[src/rtl/vexbus_pkg.sv]
// vexbus_pkg: owner encoding and address-region constants shared by the vexbus arbiter and decoders.
package vexbus_pkg;
  typedef enum logic [1:0] {
    OWN_NONE = 2'd0,
    OWN_IBUS = 2'd1,
    OWN_DBUS = 2'd2,
    OWN_DBG  = 2'd3
  } owner_t;
  localparam logic [1:0] REGION_RAM  = 2'b00;
  localparam logic [1:0] REGION_MMIO = 2'b01;
  localparam logic [1:0] REGION_ROM  = 2'b10;
endpackage

[src/rtl/vexbus_decode.sv]
// vexbus_decode: flags addresses outside the decoded window or in the unpopulated top region.
module vexbus_decode #(
  parameter int ADR_MAP_BITS = 18
) (
  input  logic [31:0] i_adr,
  output logic        o_unmapped
);
  import vexbus_pkg::*;
  logic [1:0] w_region;
  assign w_region   = i_adr[ADR_MAP_BITS-1 -: 2];
  assign o_unmapped = |(i_adr >> ADR_MAP_BITS) ||
                      !(w_region inside {REGION_RAM, REGION_MMIO, REGION_ROM});
endmodule

[src/rtl/vexbus_arbiter.sv]
// vexbus_arbiter: one-grant-per-cycle iBus/dBus/debug arbiter with a one-cycle response pipeline
// and iBus anti-starvation.
module vexbus_arbiter #(
  parameter int STARVE_LIMIT = 4,
  parameter int ADR_MAP_BITS = 18
) (
  input  logic        clk,
  input  logic        n_reset,
  input  logic        cpu_run,
  input  logic        i_cmd_valid,
  input  logic [31:0] i_cmd_pc,
  output logic        i_cmd_ready,
  output logic        i_rsp_valid,
  output logic        i_rsp_error,
  input  logic        d_cmd_valid,
  input  logic        d_cmd_wr,
  input  logic [3:0]  d_cmd_mask,
  input  logic [31:0] d_cmd_adr,
  input  logic [31:0] d_cmd_data,
  output logic        d_cmd_ready,
  output logic        d_rsp_valid,
  output logic        d_rsp_error,
  input  logic        dbg_mem_op,
  input  logic        dbg_rw,
  input  logic [31:0] dbg_adr,
  input  logic [31:0] dbg_do,
  output logic        dbg_mem_rdy,
  output logic [31:0] dbg_di,
  output logic        bus_op,
  output logic [31:0] bus_adr,
  output logic [31:0] bus_di,
  output logic [3:0]  bus_wren,
  input  logic [31:0] bus_do
);
  import vexbus_pkg::*;
  localparam int SW = $clog2(STARVE_LIMIT + 1);
  localparam logic [SW-1:0] LIM = SW'(STARVE_LIMIT);
  owner_t        w_own, r_own;
  logic          w_i_el, w_d_el, w_g_el, w_wr, w_unm;
  logic          r_wr, r_unm, r_dbg_served;
  logic [SW-1:0] r_starve;
  logic [31:0]   w_adr, r_dbg_di;
  // Grants are gated by reset so every output reads 0 while n_reset is low.
  assign w_g_el = n_reset & dbg_mem_op & ~r_dbg_served;
  assign w_d_el = n_reset & cpu_run & d_cmd_valid;
  assign w_i_el = n_reset & cpu_run & i_cmd_valid;
  assign w_own  = (w_i_el && r_starve == LIM) ? OWN_IBUS :
                  w_g_el ? OWN_DBG : w_d_el ? OWN_DBUS : w_i_el ? OWN_IBUS : OWN_NONE;
  assign w_adr  = w_own == OWN_IBUS ? i_cmd_pc :
                  w_own == OWN_DBUS ? d_cmd_adr :
                  w_own == OWN_DBG  ? dbg_adr : '0;
  assign w_wr   = (w_own == OWN_DBUS && d_cmd_wr) || (w_own == OWN_DBG && !dbg_rw);
  vexbus_decode #(.ADR_MAP_BITS(ADR_MAP_BITS)) u_decode (
    .i_adr      (w_adr),
    .o_unmapped (w_unm)
  );
  assign bus_op      = w_own != OWN_NONE;
  assign bus_adr     = w_adr;
  assign bus_di      = w_own == OWN_DBUS ? d_cmd_data : w_own == OWN_DBG ? dbg_do : '0;
  assign bus_wren    = (w_wr && !w_unm) ? (w_own == OWN_DBUS ? d_cmd_mask : 4'hF) : 4'h0;
  assign i_cmd_ready = w_own == OWN_IBUS;
  assign d_cmd_ready = w_own == OWN_DBUS;
  assign i_rsp_valid = r_own == OWN_IBUS;
  assign i_rsp_error = i_rsp_valid & r_unm;
  assign d_rsp_valid = r_own == OWN_DBUS && !r_wr;
  assign d_rsp_error = d_rsp_valid & r_unm;
  assign dbg_mem_rdy = r_own == OWN_DBG;
  assign dbg_di      = r_dbg_di;
  always_ff @(posedge clk or negedge n_reset) begin
    if (!n_reset) begin
      r_own        <= OWN_NONE;
      r_wr         <= 1'b0;
      r_unm        <= 1'b0;
      r_dbg_served <= 1'b0;
      r_starve     <= '0;
      r_dbg_di     <= '0;
    end else begin
      r_own        <= w_own;
      r_wr         <= w_wr;
      r_unm        <= w_unm;
      r_dbg_served <= dbg_mem_op & (r_dbg_served | (w_own == OWN_DBG));
      // Any non-iBus grant while a fetch waits counts toward forcing the fetch through.
      r_starve     <= (!i_cmd_valid || !cpu_run || w_own == OWN_IBUS) ? '0 :
                      (w_own != OWN_NONE && r_starve != LIM) ? r_starve + 1'b1 : r_starve;
      if (r_own == OWN_DBG && !r_wr) r_dbg_di <= bus_do;
    end
  end
endmodule

[config.mk]
export PLATFORM = sky130hd
export DESIGN_NAME = vexbus_arbiter
export DESIGN_NICKNAME = d
export VERILOG_FILES = /design/src/rtl/vexbus_pkg.sv /design/src/rtl/vexbus_decode.sv /design/src/rtl/vexbus_arbiter.sv
export SDC_FILE = /design/constraint.sdc
export NUM_CORES = 1
export LEC_CHECK = 0
export CORE_AREA = 2 2 120 122
export DETAILED_ROUTE_END_ITERATION = 10
export DIE_AREA = 0 0 122 124
export PLACE_DENSITY = 0.64
export SYNTH_ARGS = -nofsm -noshare
export SYNTH_HDL_FRONTEND = slang
export SYNTH_SLANG_ARGS = --single-unit
[constraint.sdc]
create_clock -name clk -period 2.75 [get_ports clk]
set_input_delay 0.55 -clock clk [delete_from_list [all_inputs] [get_ports clk]]
set_output_delay 0.55 -clock clk [all_outputs]
set_load 0.01 [all_outputs]
# --- Yosys cells after proc, flatten, opt, wreduce, memory -nomap -nowiden ---
# Cells that the tools add are included.
totals:
  out_inout_bits: 108
  input_bits: 204
  wordCells: 62
  reg_bits: 40
classes:
  reduce_logical: 22
  bitwise: 10
  addsub: 1
  eq_ne: 10
  mux: 13
op_table:
  columns: ["op", "n"]
  rows:
  - ["two-way mux 32 bit", 5]
  - ["OR reduction 14 bit", 1]
  - ["== test 2 bit (second input constant)", 5]
  - ["AND 1 bit", 8]
  - ["two-way mux 4 bit", 2]
  - ["logical AND 1 bit", 7]
  - ["== test 2 x 1 -> 1 bit (second input constant)", 3]
  - ["logical NOT 1 bit", 6]
  - ["two-way mux 2 bit", 3]
  - ["two-way mux 3 bit", 2]
  - ["logical OR 1 bit", 4]
  - ["nonzero test 2 bit", 2]
  - ["adder 3 x 1 -> 3 bit (second input constant)", 1]
  - ["== test 3 bit (second input constant)", 1]
  - ["inequality test 3 bit (second input constant)", 1]
  - ["nonzero test 3 bit", 1]
  - ["logical NOT 2 bit", 1]
  - ["two-way mux 1 bit", 1]
  - ["NOT 1 bit", 1]
  - ["OR 1 bit", 1]

# --- Longest topological paths before layout ---
# Gate-level depths: netlist of run 1.
logic_depth:
  depth_word: 17
  mapped_depth: 11
  ltp_nobuf: 9

# --- Hierarchy ---
# A second synthesis of run 1 with hierarchy kept.
unflattened:
  cells_unflattened: 244
  area_unflattened_um2: 2630.0
modules_own_cells:
  columns: ["mod", "seq_area_each_um2", "area_per_inst_um2", "instances", "cells_each"]
  rows:
  - ["vexbus_arbiter", 1001.0, 2585.0, 1, 239]
  - ["vexbus_decode", 0.0, 45.0, 1, 5]

# --- Worst setup path before layout of run 1 ---
# OpenSTA, ideal clock, no wires.
synth_path:
  path_kind: "register to output"
  start: "register r_starve[0]"
  end: "output port bus_wren[0]"
  required_time_ps: 2200
  path_buffers: 2
  setup_slack_ps: 355
  stages_incl_launch_ff: 12
  arrival_ps: 1845
  cell_sequence: "dfrtp_1 > inv_1 > ha_1 > a21boi_1 > o21a_1 > buf_4 > inv_2 > buf_4 > o41ai_1 > o22ai_1 > a211oi_2 > and3_1"
synth_via:
  elab_chain_cells: 14
  word_cells_on_any_way: 23
  classes_between: "6 x eq/ne; 6 x mux; 11 x reduce/logical"
synth_lines:
  columns: ["element", "line", "text"]
  rows:
  - ["from (decl)", "vexbus_arbiter.sv:41", "logic [SW-1:0] r_starve;"]
  - ["from (signal assigned)", "vexbus_arbiter.sv:83", "r_starve <= (!i_cmd_valid || !cpu_run || w_own == OWN_IBUS) ? '0 :"]
  - ["== test 3 bit (*)", "vexbus_arbiter.sv:47", "assign w_own = (w_i_el && r_starve == LIM) ? OWN_IBUS :"]
  - ["logical AND 1 bit (*)", "vexbus_arbiter.sv:47", null]
  - ["two-way mux 2 bit (*)", "vexbus_arbiter.sv:47", null]
  - ["== test 2 bit", "vexbus_arbiter.sv:51, vexbus_arbiter.sv:52", null]
  - ["two-way mux 32 bit", "vexbus_arbiter.sv:51", "w_own == OWN_DBG ? dbg_adr : '0;"]
  - ["two-way mux 32 bit", "vexbus_arbiter.sv:50", "w_own == OWN_DBUS ? d_cmd_adr :"]
  - ["two-way mux 32 bit", "vexbus_arbiter.sv:49", "assign w_adr = w_own == OWN_IBUS ? i_cmd_pc :"]
  - ["== test 2 x 1 -> 1 bit (tied with other cells)", "vexbus_decode.sv:12", "!(w_region inside {REGION_RAM, REGION_MMIO, REGION_ROM});"]
  - ["nonzero test 3 bit", "vexbus_decode.sv:12", null]
  - ["logical NOT 1 bit", "vexbus_decode.sv:12", null]
  - ["logical OR 1 bit", "vexbus_decode.sv:11", "assign o_unmapped = |(i_adr >> ADR_MAP_BITS) ||"]
  - ["logical NOT 1 bit", "vexbus_arbiter.sv:60", "assign bus_wren = (w_wr && !w_unm) ? (w_own == OWN_DBUS ? d_cmd_mask : 4'hF) : 4'h0;"]
  - ["logical AND 1 bit", "vexbus_arbiter.sv:60", null]
  - ["two-way mux 4 bit (*)", "vexbus_arbiter.sv:60", null]
  - ["to (decl)", "vexbus_arbiter.sv:32", "output logic [3:0] bus_wren,"]
# Every way passes the cells marked *; elsewhere a longest branch is shown, timed or not.

# --- Final worst setup path of run 1 ---
layout_path:
  start: "input port i_cmd_pc[21]"
  end: "output port bus_wren[0]"
layout_via:
  elab_chain_cells: 6
layout_lines:
  columns: ["element", "line", "text"]
  rows:
  - ["from (decl)", "vexbus_arbiter.sv:11", "input logic [31:0] i_cmd_pc,"]
  - ["two-way mux 32 bit", "vexbus_arbiter.sv:49", null]
  - ["OR reduction 14 bit", "vexbus_decode.sv:11", null]
  - ["logical OR 1 bit", "vexbus_decode.sv:11", null]
  - ["logical NOT 1 bit", "vexbus_arbiter.sv:60", null]
  - ["logical AND 1 bit", "vexbus_arbiter.sv:60", null]
  - ["two-way mux 4 bit", "vexbus_arbiter.sv:60", null]
# Every way passes these cells.

==> impl_metrics.json, run 1 <==
{
  "status": "complete, but fails checks",
  "violations": "setup timing",
  "fin_tns_setup_ns": -1.958,
  "holdBufCountCts": 0,
  "dpl_worst_slack_ns": -0.8518,
  "synth_edf_count": 0,
  "hold_viol_final": 0,
  "cts_buffers": 5,
  "vias": 4177,
  "ys.flop_type": "dfrtp_1",
  "path_clk_slew_ns": 0.06,
  "diodes": 0,
  "cts_buffer_depth": 2,
  "setup_viol": 24,
  "ios": 312,
  "worstPathMaxFanout": 5,
  "synthXorXnorAreaFrac": 0.005952,
  "synthSimpleGateAreaFrac": 0.2151,
  "finalCritPeriodShare": 1.078,
  "max_slew_margin": 0.6752,
  "synth_mux_area_frac": 0.1973,
  "drcViolationCount": 0,
  "first_pass_iters": 5,
  "grt_overflow": 0,
  "cts_tree": "built",
  "root_buffer": "clkbuf_16",
  "synth_top_area_cell": "dfrtp_1",
  "rrSetupSlack_ns": 0.76,
  "drive_above_1_share": 0.3379,
  "wl_per_cell_um": 17.02,
  "netlist_area_um2": 2943,
  "slew_viol_final": 0,
  "dieHeight_um": 124,
  "nets": 936,
  "tightest_slew_ns": 0.4872,
  "grt_pass1_vias": 4243,
  "min_period_ns": 2.965,
  "ant_nets": 0,
  "yosysUniqueCellTypes": 44,
  "portBuffers": 311,
  "syn_nets": 565,
  "wl_mm": 15.50,
  "grt_pass1_wl_mm": 21.71,
  "crit_type": "input port to output pin",
  "drt_iter0_markers": 169,
  "synthArstFlopShare": 1.000,
  "coreArea_um2": 13720,
  "synthTopCellsByArea": "dfrtp_1 34%, nand2_1 12%, mux2_2 12%, mux2i_1 7.5%, a21oi_1 5.6%",
  "grt_usage": 0.1820,
  "hpwlAfterDp_mm": 11.94,
  "ys_seq_area_frac": 0.3401,
  "layout_commonest_cell": "clkdlybuf4s50_1",
  "startpoint_type": "input port",
  "area_growth_pct": 145.5,
  "skew_ns": 0.004263,
  "synthAdderAreaFrac": 0.008503,
  "crit_arrival_ns": 2.42,
  "fp-row-count": 43,
  "synth_top_cell_area_share": 0.3401,
  "most-common-layout-cells": "233 x clkdlybuf4s50_1, 87 x nand2_1, 55 x buf_4, 43 x buf_2, 40 x dfrtp_1",
  "yosysWarnings": 0,
  "synth-seq-cells": 40,
  "end_kind": "output pin",
  "synth_compound_area_frac": 0.1769,
  "hold_path_class": "input port to async pin",
  "place.gp.congestion": 0.9483,
  "synth_top_family_by_area": "simple AND/OR/NAND/NOR gates",
  "die_x_um": 122,
  "leakage_nw": 3.299,
  "die-area_um2": 15130,
  "cts.sink_count": 40,
  "insertion_delay_ns": 0.28,
  "antenna_found_initial": 0,
  "powerDensity_nw_per_um2": 400.1,
  "avgSynthCellArea_um2": 8.197,
  "fin_hold_ws_ns": 0.4216,
  "setup_ws_ns": -0.2152,
  "maxCapViolCount": 0,
  "ctsHtreeMaxLevel": 2,
  "cp.required_ns": 2.20,
  "vdd.ir_drop.worst_v": 0.0002534,
  "start_util": 0.2145,
  "synth_cells": 359,
  "grt_max_degree": 41,
  "via_per_inst": 4.585,
  "rsz0062_at_grt": "yes",
  "fmax_mhz": 337.3
}
-- repair_timing --
item | 4_1_cts | 5_1_grt
endpoints found under the hold margin | 0 | 0
cloned | 4 | 5
endpoints found under the setup margin | 71 | 70
pin swaps | 17 | 25
buffers inserted | 10 | 15
gates resized for setup | 190 | 182
-- flip-flops by register name, indices dropped and copies added, names as in the netlist --
| name | cells |
|---|---|
| dbg_di | 32 |
| r_dbg_served | 1 |
| r_own | 2 |
| r_starve | 3 |
| r_unm | 1 |
| r_wr | 1 |
-- critical path, stage by stage --
cell and delay, ns:
clkdlybuf4s50_1 0.44, or4_4 0.51, nor3_4 0.17, o22ai_2 0.08, a211oi_2 0.21, buf_4 0.17, and3_4 0.18, buf_6 0.10
-- through the flow --
stage,total power [mW],instances,area [um2],utilization
after CTS,2.848,892,6920,0.5044
after global placement,2.132,870,6545,0.4771
after global routing,3.059,911,7224,0.5266
final,2.890,911,7224,0.5266
after detailed placement,2.157,870,6545,0.4771
after floorplan,1.262,359,2943,-
-- cell usage after synthesis, types with 3 or more instances --
| library cell | number |
|---|---|
| clkbuf_1 | 9 |
| and2_1 | 4 |
| mux2_2 | 32 |
| nor3_1 | 5 |
| buf_4 | 3 |
| buf_2 | 9 |
| mux2i_1 | 22 |
| nand2_1 | 97 |
| nor4_1 | 6 |
| a21o_1 | 3 |
| a222oi_1 | 8 |
| o21ai_0 | 21 |
| and3_1 | 5 |
| nand2b_1 | 4 |
| nor2_1 | 3 |
| nand3_1 | 5 |
| o21a_1 | 3 |
| a21oi_1 | 33 |
| inv_1 | 11 |
| buf_1 | 4 |
| o211ai_1 | 3 |
| dfrtp_1 | 40 |
-- logic make-up (layout without fill, tap and decap cells) --
logic type,Yosys count,in the layout
xor+xnor,2,2
buf+inv,38,410
simple gates,140,140
flops,40,40
compound gates,83,83
fa+ha+maj,2,2
mux,54,54
-- power breakdown --
group	internal, mW	total, mW	switching [mW]
combinational	0.895	1.43	0.534
sequential	0.743	0.816	0.0726
clock	0.426	0.646	0.220
total	2.06	2.89	0.827
-- path summary, 6_finish.rpt --
kind | startpoint | to | cells past startpoint
hold / removal | n_reset | r_starve[2]$_DFFE_PN0P_ | 2
setup / recovery | i_cmd_pc[21] | bus_wren[0] | 8
min in group clk | dbg_di[3]$_DFFE_PN0P_ | dbg_di[3]$_DFFE_PN0P_ | 1
max in group asynchronous | n_reset | dbg_di[26]$_DFFE_PN0P_ | 2
setup reg to reg | r_starve[0]$_DFFE_PN0P_ | r_unm$_DFF_PN0_ | 11
hold reg to reg | dbg_di[3]$_DFFE_PN0P_ | dbg_di[3]$_DFFE_PN0P_ | 1
-- cell type report --
| cell class | count | area, um2 |
|---|---|---|
| clock buffer | 5 | 125.1 |
| inverter | 13 | 58.81 |
| timing repair buffer | 389 | 3706 |
| sequential | 40 | 1001 |
| fill | 1276 | 6495 |
| clock inverter | 3 | 42.54 |
| tap | 180 | 225.2 |
| multi-input combinational | 281 | 2066 |
-- per-layer routing --
layer  GRT usage  vias to the layer above  part of all wire
met5           0                        -                 0
met4     0.03807                        0             0.011
met3     0.04533                       15             0.093
met2      0.3450                      210              0.54
met1      0.2056                     1941              0.36
li1            -                     2011                 -
No activity file was read; power rests on OpenSTA's default activity.
==> run 2: changes to the inputs <==
- TNS_END_PERCENT: default -> 10
==> impl_metrics.json, run 2 (synthesis gave the netlist of run 1 again) <==
{
  "maxCapViolCount": 0,
  "cp.required_ns": 2.20,
  "fmax_mhz": 337.4,
  "setup_ws_ns": -0.2136,
  "dieHeight_um": 124,
  "via_per_inst": 4.502,
  "antenna_found_initial": 0,
  "startpoint_type": "input port",
  "postLayoutCoreUtil": 0.5073,
  "status": "complete, but fails checks",
  "reg2regPathDepth": 11,
  "ant_nets": 0,
  "drcViolationCount": 0,
  "cts_tree": "built",
  "holdBufCountCts": 0,
  "grt_overflow": 0,
  "wl_per_cell_um": 16.40,
  "path_clk_slew_ns": 0.06,
  "p_comb_frac": 0.480,
  "min_period_ns": 2.964,
  "largest_register_ffs": 32,
  "cts_buffer_depth": 2,
  "crit_arrival_ns": 2.41,
  "nets": 918,
  "cts.sink_count": 40,
  "cts_buffers": 5,
  "leakage_nw": 3.145,
  "root_buffer": "clkbuf_16",
  "diodes": 0,
  "grt_pass1_wl_mm": 21.36,
  "ctsHtreeMaxLevel": 2,
  "crit_type": "input port to output pin",
  "fillCellCount": 1320,
  "hold_viol_final": 0,
  "grt_usage": 0.1792,
  "vdd.ir_drop.worst_v": 0.0002456,
  "layout_commonest_cell": "clkdlybuf4s50_1",
  "most-common-layout-cells": "233 x clkdlybuf4s50_1, 95 x nand2_1, 48 x buf_4, 40 x dfrtp_1, 32 x mux2_2",
  "rsz0062_at_grt": "yes",
  "place.gp.congestion": 0.9483,
  "end_kind": "output pin",
  "skew_ns": 0.003751,
  "setup_viol": 24,
  "p_switching_uw": 792.8,
  "die-area_um2": 15130,
  "clkPwrFrac": 0.230,
  "netSwitchingFraction": 0.2820,
  "grt_pass1_vias": 4210,
  "drive_above_1_share": 0.2581,
  "portBuffers": 311,
  "vias": 4020,
  "slew_viol_final": 0,
  "first_pass_iters": 5,
  "fin_hold_ws_ns": 0.4225,
  "fp-row-count": 43,
  "p_int_mw": 2.018,
  "start_util": 0.2145,
  "powerDensity_nw_per_um2": 403.9,
  "seqPwrFrac": 0.290,
  "reg2reg_to": "r_unm$_DFF_PN0_",
  "insertion_delay_ns": 0.28,
  "coreArea_um2": 13720,
  "grt_max_degree": 41,
  "rrSetupSlack_ns": 0.77,
  "area_growth_pct": 136.5,
  "worstPathMaxFanout": 5,
  "tightest_slew_ns": 0.4872,
  "max_slew_margin": 0.6752,
  "die_x_um": 122,
  "drt_iter0_markers": 177,
  "violations": "setup timing",
  "hpwlAfterDp_mm": 11.94,
  "ios": 312,
  "hold_path_class": "input port to async pin",
  "wl_mm": 14.65,
  "r2r_start": "r_starve[0]$_DFFE_PN0P_",
  "finalCritPeriodShare": 1.078
}
run 2: changes by cell type in the layout (fill, tap and decap cells not counted), moves of 5 or more:
cell,delta
buf_6,-8
buf_2,-31
clkbuf_2,+5
a21oi_1,+13
clkdlybuf4s15_1,+8
nand2_1,+8
buf_4,-7
clkdlybuf4s15_2,+10
dlygate4sd2_1,+11
nand2_2,-6
a21oi_2,-10
run 2: routing by layer:
| layer | wire, um | part of all wire | global-route usage |
|---|---|---|---|
| met2 | 7710 | 0.53 | 0.3380 |
| met5 | 0 | 0 | 0 |
| met1 | 5464 | 0.37 | 0.2017 |
| met3 | 1315 | 0.090 | 0.04762 |
| met4 | 156 | 0.011 | 0.03807 |
run 2: power by group through the flow:
stage,Combinational (mW),Sequential [mW],Clock (mW)
floorplan,0.367,0.895,0
global placement,1.31,0.817,0
detailed placement,1.33,0.828,0
CTS,1.35,0.817,0.672
global route,1.45,0.832,0.703
finish,1.35,0.816,0.645
run 2: critical path: stages:
cell	delay, ns
clkdlybuf4s50_1	0.44
or4_4	0.51
nor3_4	0.17
o22ai_2	0.08
a211oi_2	0.21
buf_4	0.17
and3_4	0.18
buf_6	0.10
run 2: cell type report:
type,count,area (um2),area share
clock inverters,3,42.54,0.006112
inverters,13,61.31,0.008808
well taps,180,225.2,0.03236
clock buffers,5,125.1,0.01798
flip-flops and latches,40,1001,0.1438
repair buffers,371,3556,0.5109
multi-input cells,281,1949,0.2801
run 2: what timing repair did:
| item | 4_1_cts | 5_1_grt |
|---|---|---|
| setup buffers | 6 | 8 |
| gates resized for setup | 171 | 85 |
| setup endpoints to repair | 71 | 69 |
| pin swaps | 15 | 11 |
| gates cloned | 2 | 0 |
run 2: worst max-delay path by stage:
| stage | from | endpoint | slack (ns) | depth (start not counted) |
|---|---|---|---|---|
| final | i_cmd_pc[21] | bus_wren[0] | -0.21 | 8 |
| after global routing | r_starve[0]$_DFFE_PN0P_ | bus_wren[0] | -0.33 | 12 |
| after detailed placement | dbg_mem_op | bus_wren[0] | -0.85 | 9 |
| after global placement | dbg_mem_op | bus_wren[3] | -0.79 | 9 |
| after CTS | r_starve[0]$_DFFE_PN0P_ | bus_wren[2] | -0.21 | 12 |
| after floorplan | r_starve[0]$_DFFE_PN0P_ | bus_wren[0] | 0.36 | 11 |
run 2: stage by stage:
step	total power, mW	setup WS [ns]	TNS [ns]	area, um2	std cells
CTS	2.835	-0.2089	-1.366	6914	886
global placement	2.132	-0.7865	-33.74	6545	870
floorplan	1.262	0.3554	0	2943	359
detailed placement	2.157	-0.8518	-37.33	6545	870
global route	2.981	-0.3310	-6.944	6960	893
finish	2.811	-0.2136	-2.399	6960	893
